**src/rtl/mem_access_sequencer.sv**
```systemverilog
// ---------------------------------------------------------------------------
// mem_access_sequencer
//
// Purpose:
//   Multicycle sequencer between the processor control unit and a synchronous,
//   word-addressed data memory. Takes one load or store at a time (byte,
//   halfword or word). Sub-word stores use read-modify-write. Sub-word loads are
//   extracted and sign- or zero-extended to 32 bits. Misaligned requests
//   complete immediately with misaligned=1 and do not access memory.
//
// Parameters:
//   MEM_LATENCY  cycles from mem_addr driven (read) to mem_rdata valid, 1..7
//
// Ports:
//   clock       system clock, rising edge
//   reset       synchronous, active-high
//   req         request strobe, sampled only while idle (busy=0)
//   req_store   1=store, 0=load
//   req_size    01=byte, 10=halfword, 11=word, 00=illegal
//   req_signed  loads only: 1=sign-extend, 0=zero-extend
//   req_addr    byte address
//   req_wdata   store data, low-order bits used for sub-word stores
//   busy        high from the cycle after acceptance through the done cycle
//   done        one-cycle completion pulse
//   rdata       load result, held until the next load completes
//   misaligned  valid with done, 1=request rejected
//   mem_addr    word address to memory (registered)
//   mem_wr      memory write enable, high only in the write cycle
//   mem_wdata   memory write data (registered)
//   mem_rdata   memory read data
// ---------------------------------------------------------------------------
module mem_access_sequencer #(
  parameter int MEM_LATENCY = 1
) (
  input  logic        clock,
  input  logic        reset,
  input  logic        req,
  input  logic        req_store,
  input  logic [1:0]  req_size,
  input  logic        req_signed,
  input  logic [31:0] req_addr,
  input  logic [31:0] req_wdata,
  output logic        busy,
  output logic        done,
  output logic [31:0] rdata,
  output logic        misaligned,
  output logic [31:0] mem_addr,
  output logic        mem_wr,
  output logic [31:0] mem_wdata,
  input  logic [31:0] mem_rdata
);

  localparam logic [1:0] SIZE_BYTE = 2'b01;
  localparam logic [1:0] SIZE_HALF = 2'b10;
  localparam logic [1:0] SIZE_WORD = 2'b11;

  // WAIT is held for MEM_LATENCY cycles; the counter is loaded with
  // MEM_LATENCY-1 and the read data is captured when it reaches zero.
  localparam logic [2:0] WAIT_LOAD = 3'(MEM_LATENCY - 1);

  typedef enum logic [2:0] {
    IDLE,
    READ,
    WAIT,
    WRITE,
    DONE
  } state_t;

  state_t      state_q, state_d;
  logic        isStore_q, isStore_d;
  logic [1:0]  size_q, size_d;
  logic        isSigned_q, isSigned_d;
  logic [1:0]  lane_q, lane_d;
  logic [31:0] wdata_q, wdata_d;
  logic [31:0] rdata_q, rdata_d;
  logic        misaligned_q, misaligned_d;
  logic [31:0] memAddr_q, memAddr_d;
  logic [31:0] memWdata_q, memWdata_d;
  logic [2:0]  waitCnt_q, waitCnt_d;

  logic        reqMisaligned;

  // Pick the addressed byte or halfword out of a little-endian memory word and
  // widen it to 32 bits; words pass through untouched.
  function automatic logic [31:0] extractLoad(
    input logic [31:0] word,
    input logic [1:0]  size,
    input logic [1:0]  lane,
    input logic        sgn
  );
    logic [7:0]  b;
    logic [15:0] h;
    logic [31:0] r;
    case (lane)
      2'd0:    b = word[7:0];
      2'd1:    b = word[15:8];
      2'd2:    b = word[23:16];
      default: b = word[31:24];
    endcase
    h = lane[1] ? word[31:16] : word[15:0];
    case (size)
      SIZE_BYTE: r = {{24{sgn & b[7]}}, b};
      SIZE_HALF: r = {{16{sgn & h[15]}}, h};
      default:   r = word;
    endcase
    return r;
  endfunction

  // Replace only the addressed byte/halfword of the old memory word with the
  // low-order store data, preserving every other byte.
  function automatic logic [31:0] mergeStore(
    input logic [31:0] oldWord,
    input logic [31:0] newData,
    input logic [1:0]  size,
    input logic [1:0]  lane
  );
    logic [31:0] r;
    r = oldWord;
    if (size == SIZE_BYTE) begin
      case (lane)
        2'd0:    r[7:0]   = newData[7:0];
        2'd1:    r[15:8]  = newData[7:0];
        2'd2:    r[23:16] = newData[7:0];
        default: r[31:24] = newData[7:0];
      endcase
    end else if (size == SIZE_HALF) begin
      if (lane[1]) begin
        r[31:16] = newData[15:0];
      end else begin
        r[15:0] = newData[15:0];
      end
    end else begin
      r = newData;
    end
    return r;
  endfunction

  // Alignment check on the raw request: illegal size, odd halfword address,
  // or word address that is not a multiple of four.
  always_comb begin
    reqMisaligned = 1'b0;
    case (req_size)
      SIZE_HALF: reqMisaligned = req_addr[0];
      SIZE_WORD: reqMisaligned = (req_addr[1:0] != 2'b00);
      SIZE_BYTE: reqMisaligned = 1'b0;
      default:   reqMisaligned = 1'b1;
    endcase
  end

  // State and datapath registers. Reset abandons any access in flight,
  // including an old word captured for read-modify-write, so no partial write
  // can follow.
  always_ff @(posedge clock) begin
    if (reset) begin
      state_q      <= IDLE;
      isStore_q    <= 1'b0;
      size_q       <= 2'b00;
      isSigned_q   <= 1'b0;
      lane_q       <= 2'b00;
      wdata_q      <= 32'h0;
      rdata_q      <= 32'h0;
      misaligned_q <= 1'b0;
      memAddr_q    <= 32'h0;
      memWdata_q   <= 32'h0;
      waitCnt_q    <= 3'd0;
    end else begin
      state_q      <= state_d;
      isStore_q    <= isStore_d;
      size_q       <= size_d;
      isSigned_q   <= isSigned_d;
      lane_q       <= lane_d;
      wdata_q      <= wdata_d;
      rdata_q      <= rdata_d;
      misaligned_q <= misaligned_d;
      memAddr_q    <= memAddr_d;
      memWdata_q   <= memWdata_d;
      waitCnt_q    <= waitCnt_d;
    end
  end

  // Next-state logic. Requests are only looked at in IDLE; anything arriving
  // while busy is dropped. Word stores go straight to WRITE, everything else
  // that touches memory reads first, and the capture at the end of WAIT either
  // finishes a load or builds the merged word for a sub-word store.
  always_comb begin
    state_d      = state_q;
    isStore_d    = isStore_q;
    size_d       = size_q;
    isSigned_d   = isSigned_q;
    lane_d       = lane_q;
    wdata_d      = wdata_q;
    rdata_d      = rdata_q;
    misaligned_d = misaligned_q;
    memAddr_d    = memAddr_q;
    memWdata_d   = memWdata_q;
    waitCnt_d    = waitCnt_q;

    case (state_q)
      IDLE: begin
        if (req) begin
          isStore_d  = req_store;
          size_d     = req_size;
          isSigned_d = req_signed;
          lane_d     = req_addr[1:0];
          wdata_d    = req_wdata;
          if (reqMisaligned) begin
            misaligned_d = 1'b1;
            state_d      = DONE;
          end else begin
            misaligned_d = 1'b0;
            memAddr_d    = {req_addr[31:2], 2'b00};
            if (req_store && (req_size == SIZE_WORD)) begin
              memWdata_d = req_wdata;
              state_d    = WRITE;
            end else begin
              state_d = READ;
            end
          end
        end
      end

      READ: begin
        waitCnt_d = WAIT_LOAD;
        state_d   = WAIT;
      end

      WAIT: begin
        if (waitCnt_q == 3'd0) begin
          if (isStore_q) begin
            memWdata_d = mergeStore(mem_rdata, wdata_q, size_q, lane_q);
            state_d    = WRITE;
          end else begin
            rdata_d = extractLoad(mem_rdata, size_q, lane_q, isSigned_q);
            state_d = DONE;
          end
        end else begin
          waitCnt_d = waitCnt_q - 3'd1;
        end
      end

      WRITE: begin
        state_d = DONE;
      end

      DONE: begin
        state_d = IDLE;
      end

      default: begin
        state_d = IDLE;
      end
    endcase
  end

  // Status and memory-port outputs come straight from registers so the memory
  // sees glitch-free, stable address and data.
  assign busy       = (state_q != IDLE);
  assign done       = (state_q == DONE);
  assign mem_wr     = (state_q == WRITE);
  assign rdata      = rdata_q;
  assign misaligned = misaligned_q;
  assign mem_addr   = memAddr_q;
  assign mem_wdata  = memWdata_q;

endmodule
```
**config.mk**
```make
export PLATFORM = sky130hd
export DESIGN_NAME = mem_access_sequencer
export DESIGN_NICKNAME = d
export VERILOG_FILES = /design/src/rtl/mem_access_sequencer.sv
export SDC_FILE = /design/constraint.sdc
export NUM_CORES = 1
export LEC_CHECK = 0
export BUFFER_PORTS_ARGS = -buffer_cell sky130_fd_sc_hd__buf_2
export CAP_MARGIN = 20
export CORE_ASPECT_RATIO = 1.5
export CORE_MARGIN = 3
export CORE_UTILIZATION = 53
export CTS_CLUSTER_DIAMETER = 50
export DETAILED_ROUTE_END_ITERATION = 16
export PLACE_DENSITY = 0.81
export SKIP_LAST_GASP = 1
export SLEW_MARGIN = 30
export SYNTH_ARGS = -nofsm -noshare
export SYNTH_HDL_FRONTEND = slang
export SYNTH_SLANG_ARGS = --single-unit
```
**constraint.sdc**
```tcl
create_clock -name clock -period 2.5 [get_ports clock]
set_clock_uncertainty 0.05 [all_clocks]
set_input_delay 0.5 -clock clock [delete_from_list [all_inputs] [get_ports clock]]
set_output_delay 0.5 -clock clock [all_outputs]
set_load 0.01 [all_outputs]
```
# Word level (Yosys, flattened, before mapping)
# Cells that the tools add are included.
# word_totals
reg_bits	139
in_bits	103
output_inout_bits	100
# op_classes
add_sub_neg	1
n_eq_ne	17
muxes	30
bitwise	4
reduce_logical	15
# op_table
cell	n
$mux 32	7
$pmux 32 s2	2
$mux 8	7
$mux 16	3
$pmux 8 s3	1
$mux 3	5
$ne 2x2->1 const B	6
$pmux 3 s4	1
$eq 2x2->1 const B	4
$eq 2x1->1 const B	3
$eq 3x2->1 const B	2
$logic_not 3->1	2
$pmux 3 s2	1
$reduce_and 2->1	3
$reduce_and 3->1	2
$reduce_and 6->1	1
$reduce_bool 2->1	3
$eq 3x1->1 const B	1
$eq 3x3->1 const B	1
$pmux 1 s3	1
$reduce_bool 3->1	1
$reduce_or 3->1	1
$sub 3x1->3 const B	1
$and 1x1->1	2
other kinds (5)	6

# Logic depth before layout (Yosys ltp)
# Gate-level depths: netlist (run 1).
# logic_depth
depth_word	7
ltp_mapped	9
mapped_depth_nobuf	6

# Worst setup path before layout (run 1)
# No wires, ideal clock.
# synth_path
path_type	input -> register
from	input port mem_rdata[31]
to	register rdata_q[21] (netlist: rdata[21])
arrival_time_ns	1.773
path_slack_ns	0.543
path_stages	5
path_cell_list	mux4_2 -> a22o_1 -> a31oi_4 -> buf_4 -> a211oi_1
# synth_between
elab_chain_len	6
elab_cells_between_ends	8
# synth_lines
item	line_no	rtl
start, declared	50	input logic [31:0] mem_rdata
$pmux 8 s3	94	case (lane)
$mux 8	229	if (isStore_q) begin
$mux 8	228	if (waitCnt_q == 3'd0) begin
$mux 8	198	case (state_q)
$and 1x1->1	102	SIZE_BYTE: r = {{24{sgn & b[7]}}, b};
$pmux 32 s2 (*)	101	case (size)
end signal, assigned	173	rdata_q <= rdata_d;
end, declared	75	logic [31:0] rdata_q, rdata_d;
# Every way passes the cells marked *; elsewhere a longest branch is shown, timed or not. The select of a mux whose other input is x is not followed.
# A chain may end at the register's enable or synchronous reset.

# Worst setup path in the final report (run 1)
# layout_path
from	register waitCnt_q[0]
to	register rdata_q[26] (netlist: rdata[26])
# layout_between
elab_chain_len	2
# layout_lines
item	line_no	rtl
start, declared	79	logic [2:0] waitCnt_q, waitCnt_d;
start signal, assigned	177	waitCnt_q <= waitCnt_d;
$logic_not 3->1	228	
$reduce_and 3->1 (no line)	n/a	
# No other way between the ends.

==> run metrics, run 1 <==
filler instances between 1000 and 1500; most frequent cells in the layout buf_2, nand2_1, dfxtp_1; synthesized area per cell 8.19 um2; r2r startpoint waitCnt_q[0]; total gr overflow 0; Residual DRC 0; synth warn 0; outcome completed; final instance area 9170 um2; worst endpoint required time between 2 and 3 ns; slew margin rel. between 60% and 70%; CP endpoint kind register; Port Buf Inserts 200; #FFs+latches synth roughly 140; initial antenna violation count 1; sequential share of the synthesized area 37.5%; worst-margin pin slew 0.580 ns; Placed Cells 1214; Setup CP Type reg2reg; Crit path buffers/inverters 2; ANT nets after route 0; most common cell after layout, fill and taps aside buf_2; Worst path depth 7; CTS clk-pin slew, worst paths approximately 0.060 ns; clock sinks between 100 and 150; setup violators final 0; worst min path class in2reg; peak supply drop around 0.4 mV; Synth area leader dfxtp_1; setup ws final approximately 0.27 ns; Fin. Hold Viols 0; CP delay by family, top compound AO/OA/AOI/OAI gates; worst-path fanout max 16; FFs w/ async S/R, synth 0%; Cell Area, Synth 7410 um2; CP peak stage delay between 0.4 and 0.5 ns; total power between 6 and 7 mW; Layout Area Growth over Synthesis 23.6%; Placement Cell Area 8560 um2; core area approximately 14000 um2; Die Ht ~150 um; number of global-route vias before repair between 6000 and 7000; data arrival time of the worst path ~2.5 ns; worst skew pair latency approximately 0.42 ns; GRT Overall Usage 28.8%; die area ~15000 um2; TritonRoute pass-1 iters 6; final core occ around 67%; minimum clock period approximately 2.2 ns; Post-synth EDFFs 0; CTS tree done; # rows 52; leak pwr around 3.8 nW; fin nets 1178; RSZ-0062 raised after global routing no; die width roughly 100 um; ANT cells 0; clk buf depth 2; flop2flop setup slack 0.27 ns; drt via density 5.85; library cells used by synthesis 53; synthesized instance count just over 900; largest net degree at the start of global routing approximately 80; DR WL/cell 18.2 um; startpoint types register; post-synth top area share a little under two fifths; Inserted Clock Buffers 17; Tcrit/Tclk final roughly 90%; DRT iter0 DRCs about 430; RD Place Congestion roughly 0.96; dominant synthesized flop cell dfxtp_1; Area contributors post-synth dfxtp_1, mux2i_1, nand2_1, nand2b_1, a21oi_1; final hold slack 0.275 ns; dpl hpwl between 15000 and 20000 um; Post-CTS Setup Inserts 0; hold_buf cts 0; num ports between 200 and 250; DP Worst Slack about 0.24 ns; Critical Path Slowest Stage Cell a31oi_4; critical path cell sequence inv_1, ha_1, nor2b_1, nand3_1, buf_4, a31oi_4, a211oi_1; Pins Over Slew Limit 0; H-Tree Depth 4; Fmax achieved between 0.4 and 0.5 GHz; Via Count 7294; CTS resizes 0; fraction of final layout cells with drive strength greater than 1 between 20% and 30%; global-route wire length before repair roughly 35000 um; worst r2r dst rdata[26]; Register-to-Register Path Depth 7; fin cells 1246; CTS Root Buffer Type clkbuf_16; maxcap violations 0; WL final around 23000 um; Setup TNS 0 ns; CP endpoint rdata[26]; Initial Util a little over half; Critical Path Start waitCnt_q[0]; pwr dens between 600 and 700 nW/um2
-- layout make-up --
class	instances	area, um2	area share, %
multi-input cells	679	4260	46.5
clock buffers	19	453	4.94
clock inverters	13	151	1.65
well taps	162	203	2.21
flip-flops and latches	139	2780	30.4
repair buffers	228	1290	14.1
inverters	6	22.5	0.246
-- power by group --
group          total (mW)  switching (mW)  leakage (nW)  internal [mW]
logic                1.02           0.614          2.43          0.409
clock network        2.57            1.03         0.284           1.54
registers            2.43          0.0954          1.13           2.33
total                6.03            1.74          3.84           4.28
-- cells in the mapped netlist, types with 2 or more instances --
master     number
dfxtp_1       139
a311oi_1       21
o22a_1          7
o21ai_0        27
nor2b_1        19
buf_1           5
nand2_1       161
or2_2           3
a2111oi_0       3
o21a_1          2
a221oi_2        6
buf_2          17
and2_1          3
clkbuf_1       52
nand2b_1       66
o21ai_1         7
a31oi_1         2
o31ai_1         7
buf_6           2
a21o_1          7
a211oi_1       43
o211ai_1       16
mux2_2         20
nor3_1          4
mux2i_1        71
and3_1          6
a221oi_1        7
buf_4           6
or3_1           3
nor3b_1         2
inv_1           6
a21oi_1        67
nor2_1         75
ha_1            4
-- worst register-to-register path: cells and delay by family (launching register included) --
kind,cells,cell delay [ns]
AOI/OAI and AO/OA,2,0.59
and+or+nand+nor,2,0.55
buffers and inverters,2,0.40
DFF,1,0.29
adders and majority gates,1,0.21
-- registers in the layout (all words and copies together) (netlist names) --
register and flops:
isStore_q 1, mem_wdata 32, rdata 32, state_q 3, lane_q 2, wdata_q 32
mem_addr 30, size_q 2, waitCnt_q 3, isSigned_q 1, misaligned 1
-- worst min-delay path by stage --
stage                       end  cells after the start     startpoint  slack [ns]
floorplan           wdata_q[16]                      2    wdata_q[16]        0.39
global placement    wdata_q[31]                      2    wdata_q[31]        0.39
detailed placement  wdata_q[31]                      2    wdata_q[31]        0.40
CTS                 wdata_q[26]                      3  req_wdata[26]        0.27
global route        wdata_q[16]                      3  req_wdata[16]        0.28
finish              wdata_q[16]                      3  req_wdata[16]        0.28
-- logic make-up after synthesis --
| logic type | count (synthesis) | share of synthesized area (%) |
|---|---|---|
| flip-flops | 139 | 37.5 |
| adder cells (fa/ha/maj) | 4 | 0.675 |
| buffers and inverters | 88 | 5.25 |
| AO/OA/AOI/OAI | 230 | 21.6 |
| AND/OR/NAND/NOR | 350 | 21.8 |
| XOR/XNOR | 1 | 0.118 |
| multiplexers | 92 | 12.9 |
| other | 1 | 0.0506 |
-- per-layer routing --
layer	GRT usage, %	routed length [um]
met5	0	19
met4	14.2	880
met3	6.36	1830
met2	48.8	11300
met1	33.8	8680
Note: power is estimated with default switching activity, not from simulation.
==> run 2, diff against run 1 <==
==> constraint.sdc (replaced) <==
create_clock -name clock -period 2.5 [get_ports clock]
set_clock_uncertainty 0.05 [all_clocks]
set_input_delay 0.125 -clock clock [delete_from_list [all_inputs] [get_ports clock]]
set_output_delay 0.125 -clock clock [all_outputs]
set_load 0.01 [all_outputs]
==> run 2 against run 1 <==
Against the previous run:
- fmax fell by 0.95%
- clock power is essentially flat
- flip-flop and latch count unchanged
- utilization rose by 5.3 points
- power increased by 1.5%
- global-route usage increased by 3.0 points
- sequential power hardly changed
- die area stayed put
- register-to-register slack got worse by 0.02 ns
- first-iteration DRC count grew 47%
- routed wire length up 11%
- setup slack worse by 0.021 ns
- largest power group unchanged
==> run metrics, run 2 (same netlist as run 1, synthesis figures left out) <==
outcome completed; # rows 52; most frequent cells in the layout buf_2, nand2_1, dfxtp_1; filler instances about 970; sw power about 1.8 mW; clk buf depth 2; Register-to-Register Path Depth 7; clock power share 41.8%; Fin. Hold Viols 0; CTS Root Buffer Type clkbuf_16; largest net degree at the start of global routing 84; fin cells 1324; startpoint types register; Die Ht 151 um; worst-margin pin slew approximately 0.73 ns; maxcap violations 0; num ports about 200; fraction of final layout cells with drive strength greater than 1 roughly a quarter; DP Worst Slack roughly 0.27 ns; hold_sp req_size[0]; H-Tree Depth 4; Via Count ~8000; r2r startpoint size_q[0]; Initial Util between 50 and 60%; minimum clock period ~2.2 ns; Min-Delay Endpoint size_q[0]; WL final 25100 um; hold_buf cts 83; Layout Area Growth over Synthesis 33.4%; Inserted Clock Buffers 17; worst skew pair latency between 0.4 and 0.5 ns; setup ws final ~0.25 ns; CTS clk-pin slew, worst paths around 0.060 ns; flop2flop setup slack 0.25 ns; RD Place Congestion approximately 0.94; FF+latch area approximately 2800 um2; data arrival time of the worst path 2.49 ns; setup violators final 0; worst endpoint required time 2.74 ns; DR WL/cell between 15 and 20 um; total gr overflow 0; Pins Over Slew Limit 0; leak pwr about 4.1 nW; dpl hpwl roughly 16000 um; slew margin rel. about 52%; core area 13600 um2; ANT nets after route 0; fin nets roughly 1300; Reg power frac 39.8%; hold depth 3; die area roughly 15000 um2; CP endpoint kind register; worst min path class in2reg; DRT iter0 DRCs about 630; clock sinks between 100 and 150; peak supply drop a little over 0.4 mV; Internal between 4 and 5 mW; Tcrit/Tclk final between 80% and 90%; ANT cells 0; TritonRoute pass-1 iters 6; Setup CP Type reg2reg; Port Buf Inserts 200; worst r2r dst mem_wdata[20]; pwr dens ~600 nW/um2; worst-path fanout max 31; RSZ-0062 raised after global routing no; Post-CTS Setup Inserts 0; Setup TNS 0 ns; switching share of total power between 20% and 30%; die width between 100 and 150 um; CTS tree done; global-route wire length before repair around 39000 um; Combinational Power Share 18.5%; Residual DRC 0; Placed Cells around 1200; area of the multi-input gates 4260 um2; most common cell after layout, fill and taps aside buf_2; CTS resizes 0; Fmax achieved approximately 0.44 GHz; number of global-route vias before repair between 7000 and 8000; GRT Overall Usage about a third; drt via density around 6.0; initial antenna violation count 1
==> run 2: cell count changes in the layout (fill, tap and decap cells not counted) <==
cell	before	now
buf_12	6	2
buf_4	23	22
clkbuf_1	0	1
clkbuf_8	2	0
clkinv_2	0	1
clkinv_4	1	0
dlygate4sd3_1	0	83
inv_8	0	1
==> run 2: final cells by class <==
| class | instances | share of cell area, % |
|---|---|---|
| Multi-Input combinational cell | 679 | 43.1 |
| Clock inverter | 14 | 1.61 |
| Inverter | 6 | 0.228 |
| Timing Repair Buffer | 306 | 20.5 |
| Sequential cell | 139 | 28.1 |
| Tap cell | 162 | 2.05 |
| Clock buffer | 18 | 4.34 |
==> run 2: worst max-delay path by stage <==
stage               from       endpoint  slack, ns  cells past startpoint
3_3_place_gp   size_q[0]      rdata[31]       0.43                      6
3_5_place_dp   size_q[0]  mem_wdata[29]       0.27                      6
2_1_floorplan  size_q[1]   mem_wdata[0]       0.56                      7
5_1_grt        size_q[0]  mem_wdata[20]       0.13                      7
4_1_cts        size_q[0]  mem_wdata[29]       0.28                      6
6_report       size_q[0]  mem_wdata[20]       0.25                      7
==> run 2: stage by stage <==
step | instance area, um2 | hold WS [ns] | total power, mW | utilization (%)
3_5_place_dp | 8470 | 0.336 | 3.47 | 62.3
4_1_cts | 9890 | 0.00797 | 6.09 | 72.7
3_3_place_gp | 8470 | 0.331 | 3.45 | 62.3
5_1_grt | 9890 | 0.0224 | 6.31 | 72.7
6_report | 9890 | 0.0314 | 6.12 | 72.7
2_1_floorplan | 7420 | 0.211 | 3.11 | -
==> run 2: power by group through the flow <==
stage	sequential [mW]	clock [mW]	combinational (mW)
2_1_floorplan	2.47	0	0.634
3_3_place_gp	2.47	0	0.980
3_5_place_dp	2.48	0	0.993
4_1_cts	2.43	2.56	1.10
5_1_grt	2.44	2.64	1.23
6_report	2.43	2.56	1.13
==> run 2: layer usage <==
metal / vias up / share of wire, % / global-route usage [%]
li1: 3674 / - / -
met1: 3677 / 37 / 36.9
met4: 2 / 4.8 / 15.2
met2: 444 / 49 / 53.8
met3: 109 / 9.4 / 8.25
met5: - / 0.052 / 0
==> run 2: critical path: stages (launching register included) <==
cell	delay, ns
dfxtp_1	0.33
inv_1	0.06
ha_1	0.62
buf_12	0.26
nor2_1	0.05
a211oi_1	0.20
o21ai_0	0.12
a311oi_1	0.41
==> run 3, diff against run 2 <==
ABC_AREA = 1   (was default)
==> run 3 against run 2 <==
Against the previous run:
- critical path depth unchanged
- power increased by 7.2%
- first-iteration DRC count increased by 8.3%
- area after synthesis increased by 0.37%
- utilization decreased by 1.2 points
- die area increased by 0.35%
- synthesized cell count increased by 34%
- combinational power increased by 42%
- sequential power increased by 2%
==> run metrics, run 3 <==
hold depth 5; Via Count 8795; library cells used by synthesis 26; most common cell after layout, fill and taps aside nand2_1; fraction of final layout cells with drive strength greater than 1 between 10% and 20%; sw power between 2 and 2.5 mW; RSZ-0062 raised after global routing no; post-synth top area share around 37%; worst skew pair latency ~0.42 ns; Layout Area Growth over Synthesis 30.7%; # rows 52; RD Place Congestion roughly 1.0; global-route wire length before repair approximately 40000 um; startpoint types register; outcome completed; Area contributors post-synth dfxtp_1, nand2_1, a21oi_1, nor2_1, nand3_1; DP Worst Slack around 0.41 ns; Pins Over Slew Limit 0; leak pwr around 5 nW; data arrival time of the worst path approximately 2.5 ns; switching share of total power approximately a third; peak supply drop roughly 0.50 mV; synthesized instance count about 1200; CTS tree done; pwr dens a little under 700 nW/um2; number of global-route vias before repair around 8400; worst endpoint required time roughly 2.8 ns; CP endpoint kind register; fin nets ~1600; count leader, synth nand2_1; synth warn 0; worst min path class in2reg; total gr overflow 0; DR WL/cell between 15 and 20 um; minimum clock period 2.22 ns; Placed Cells between 1500 and 2000; ANT nets after route 0; flop2flop setup slack about 0.28 ns; worst-margin pin slew between 0.6 and 0.7 ns; dominant synthesized flop cell dfxtp_1; Initial Util 54.7%; setup violators final 0; clk buf depth 2; Fmax achieved roughly 0.45 GHz; Synth area leader dfxtp_1; initial antenna violation count 0; clock power share a little under two fifths; synthesized area per cell 6.12 um2; DRT iter0 DRCs between 600 and 700; FFs w/ async S/R, synth 0%; clock sinks about 140; maxcap violations 0; Residual DRC 0; Inserted Clock Buffers 17; most frequent cells after synthesis nand2_1, nor2_1, dfxtp_1, a21oi_1; Post-CTS Setup Inserts 0; Fin. Hold Viols 0; ANT cells 0; Post-synth EDFFs 0; GRT Overall Usage between 30% and 40%; worst-path fanout max 31; Setup TNS 0 ns; largest net degree at the start of global routing 95; TritonRoute pass-1 iters 6; drt via density roughly 5.4; setup ws final between 0.2 and 0.3 ns; Cell Area, Synth 7440 um2; most frequent cells in the layout nand2_1, buf_2, nor2_1; CTS clk-pin slew, worst paths approximately 0.070 ns; Setup CP Type reg2reg; Tcrit/Tclk final between 80% and 90%; die width between 100 and 150 um; #FFs+latches synth 139; H-Tree Depth 4; slew margin rel. a little over half; Combinational Power Share approximately a quarter; core area about 14000 um2; CTS Root Buffer Type clkbuf_16; WL final about 25000 um; Register-to-Register Path Depth 7; fin cells 1624; Port Buf Inserts 200; Die Ht 151 um; dpl hpwl 17500 um; sequential share of the synthesized area roughly 37%; Internal 4.29 mW; die area ~16000 um2; final core occ 71.5%; num ports slightly above 200; Reg power frac about 38%
==> run 3: cell count changes in the layout (fill, tap and decap cells not counted), sizes merged, moves of 66 or more <==
cell    delta
mux2i     -71
inv      +110
a21oi     +66
nand3    +108
o21ai     +75
nand2    +187
nor2      +98
nand2b    -66
==> run 3: path summary, 6_finish.rpt <==
kind / startpoint / endpoint
worst max-delay path: state_q[0] / mem_addr[8]
worst min register to register: wdata_q[28] / wdata_q[28]
worst min-delay path: mem_rdata[1] / rdata[1]
worst max register to register: state_q[0] / mem_addr[8]
==> run 3: final cells by class <==
type / count / area (um2)
Inverter: 116 / 437
Sequential cell: 139 / 2780
Timing Repair Buffer: 287 / 1840
Clock buffer: 17 / 425
Fill cell: 1121 / 3870
Clock inverter: 15 / 148
Multi-Input combinational cell: 888 / 3890
Tap cell: 162 / 203
==> run 3: cell families after synthesis <==
group	Yosys count	synth area share, %
adder cells (fa/ha/maj)	4	0.673
AND/OR/NAND/NOR	635	34.5
other	1	0.0504
buffers and inverters	191	10.4
AO/OA/AOI/OAI	247	16.9
flip-flops	139	37.4
==> run 3: worst max-delay path, stage by stage, from the launching register on <==
cell	delay (ns)
dfxtp_1	0.38
inv_1	0.09
nand2_2	0.11
nor2_2	0.08
nand3_1	0.50
clkinv_2	0.55
nor2_1	0.26
nor2_1	0.08
==> run 3: metal layers <==
| layer | vias to the layer above | GRT usage (%) | share of wire (%) |
|---|---|---|---|
| met2 | 459 | 54.8 | 47 |
| met5 | - | 0 | 0 |
| met4 | 0 | 17.8 | 5.3 |
| met1 | 3915 | 38.8 | 39 |
| met3 | 102 | 7.74 | 8.7 |
| li1 | 4319 | - | - |
==> run 3: metrics by stage <==
step	cell area, um2	hold slack, ns	power, mW
2_1_floorplan	7450	0.223	3.52
6_report	9730	0.0108	6.56
3_3_place_gp	8500	0.319	3.98
4_1_cts	9730	0.00284	6.52
3_5_place_dp	8500	0.327	4.01
5_1_grt	9730	0.00680	6.87
==> run 3: power by group through the flow <==
stage	clock network (mW)	logic (mW)	registers [mW]
floorplan	0	0.958	2.56
global placement	0	1.45	2.53
detailed placement	0	1.48	2.53
CTS	2.47	1.57	2.49
global route	2.57	1.79	2.51
finish	2.46	1.60	2.49
==> run 3: repair_timing <==
item	in CTS	in global routing
gates resized for setup	0	1
endpoints found under the hold margin	68	0
hold buffers	65	0
endpoints found under the setup margin	0	10
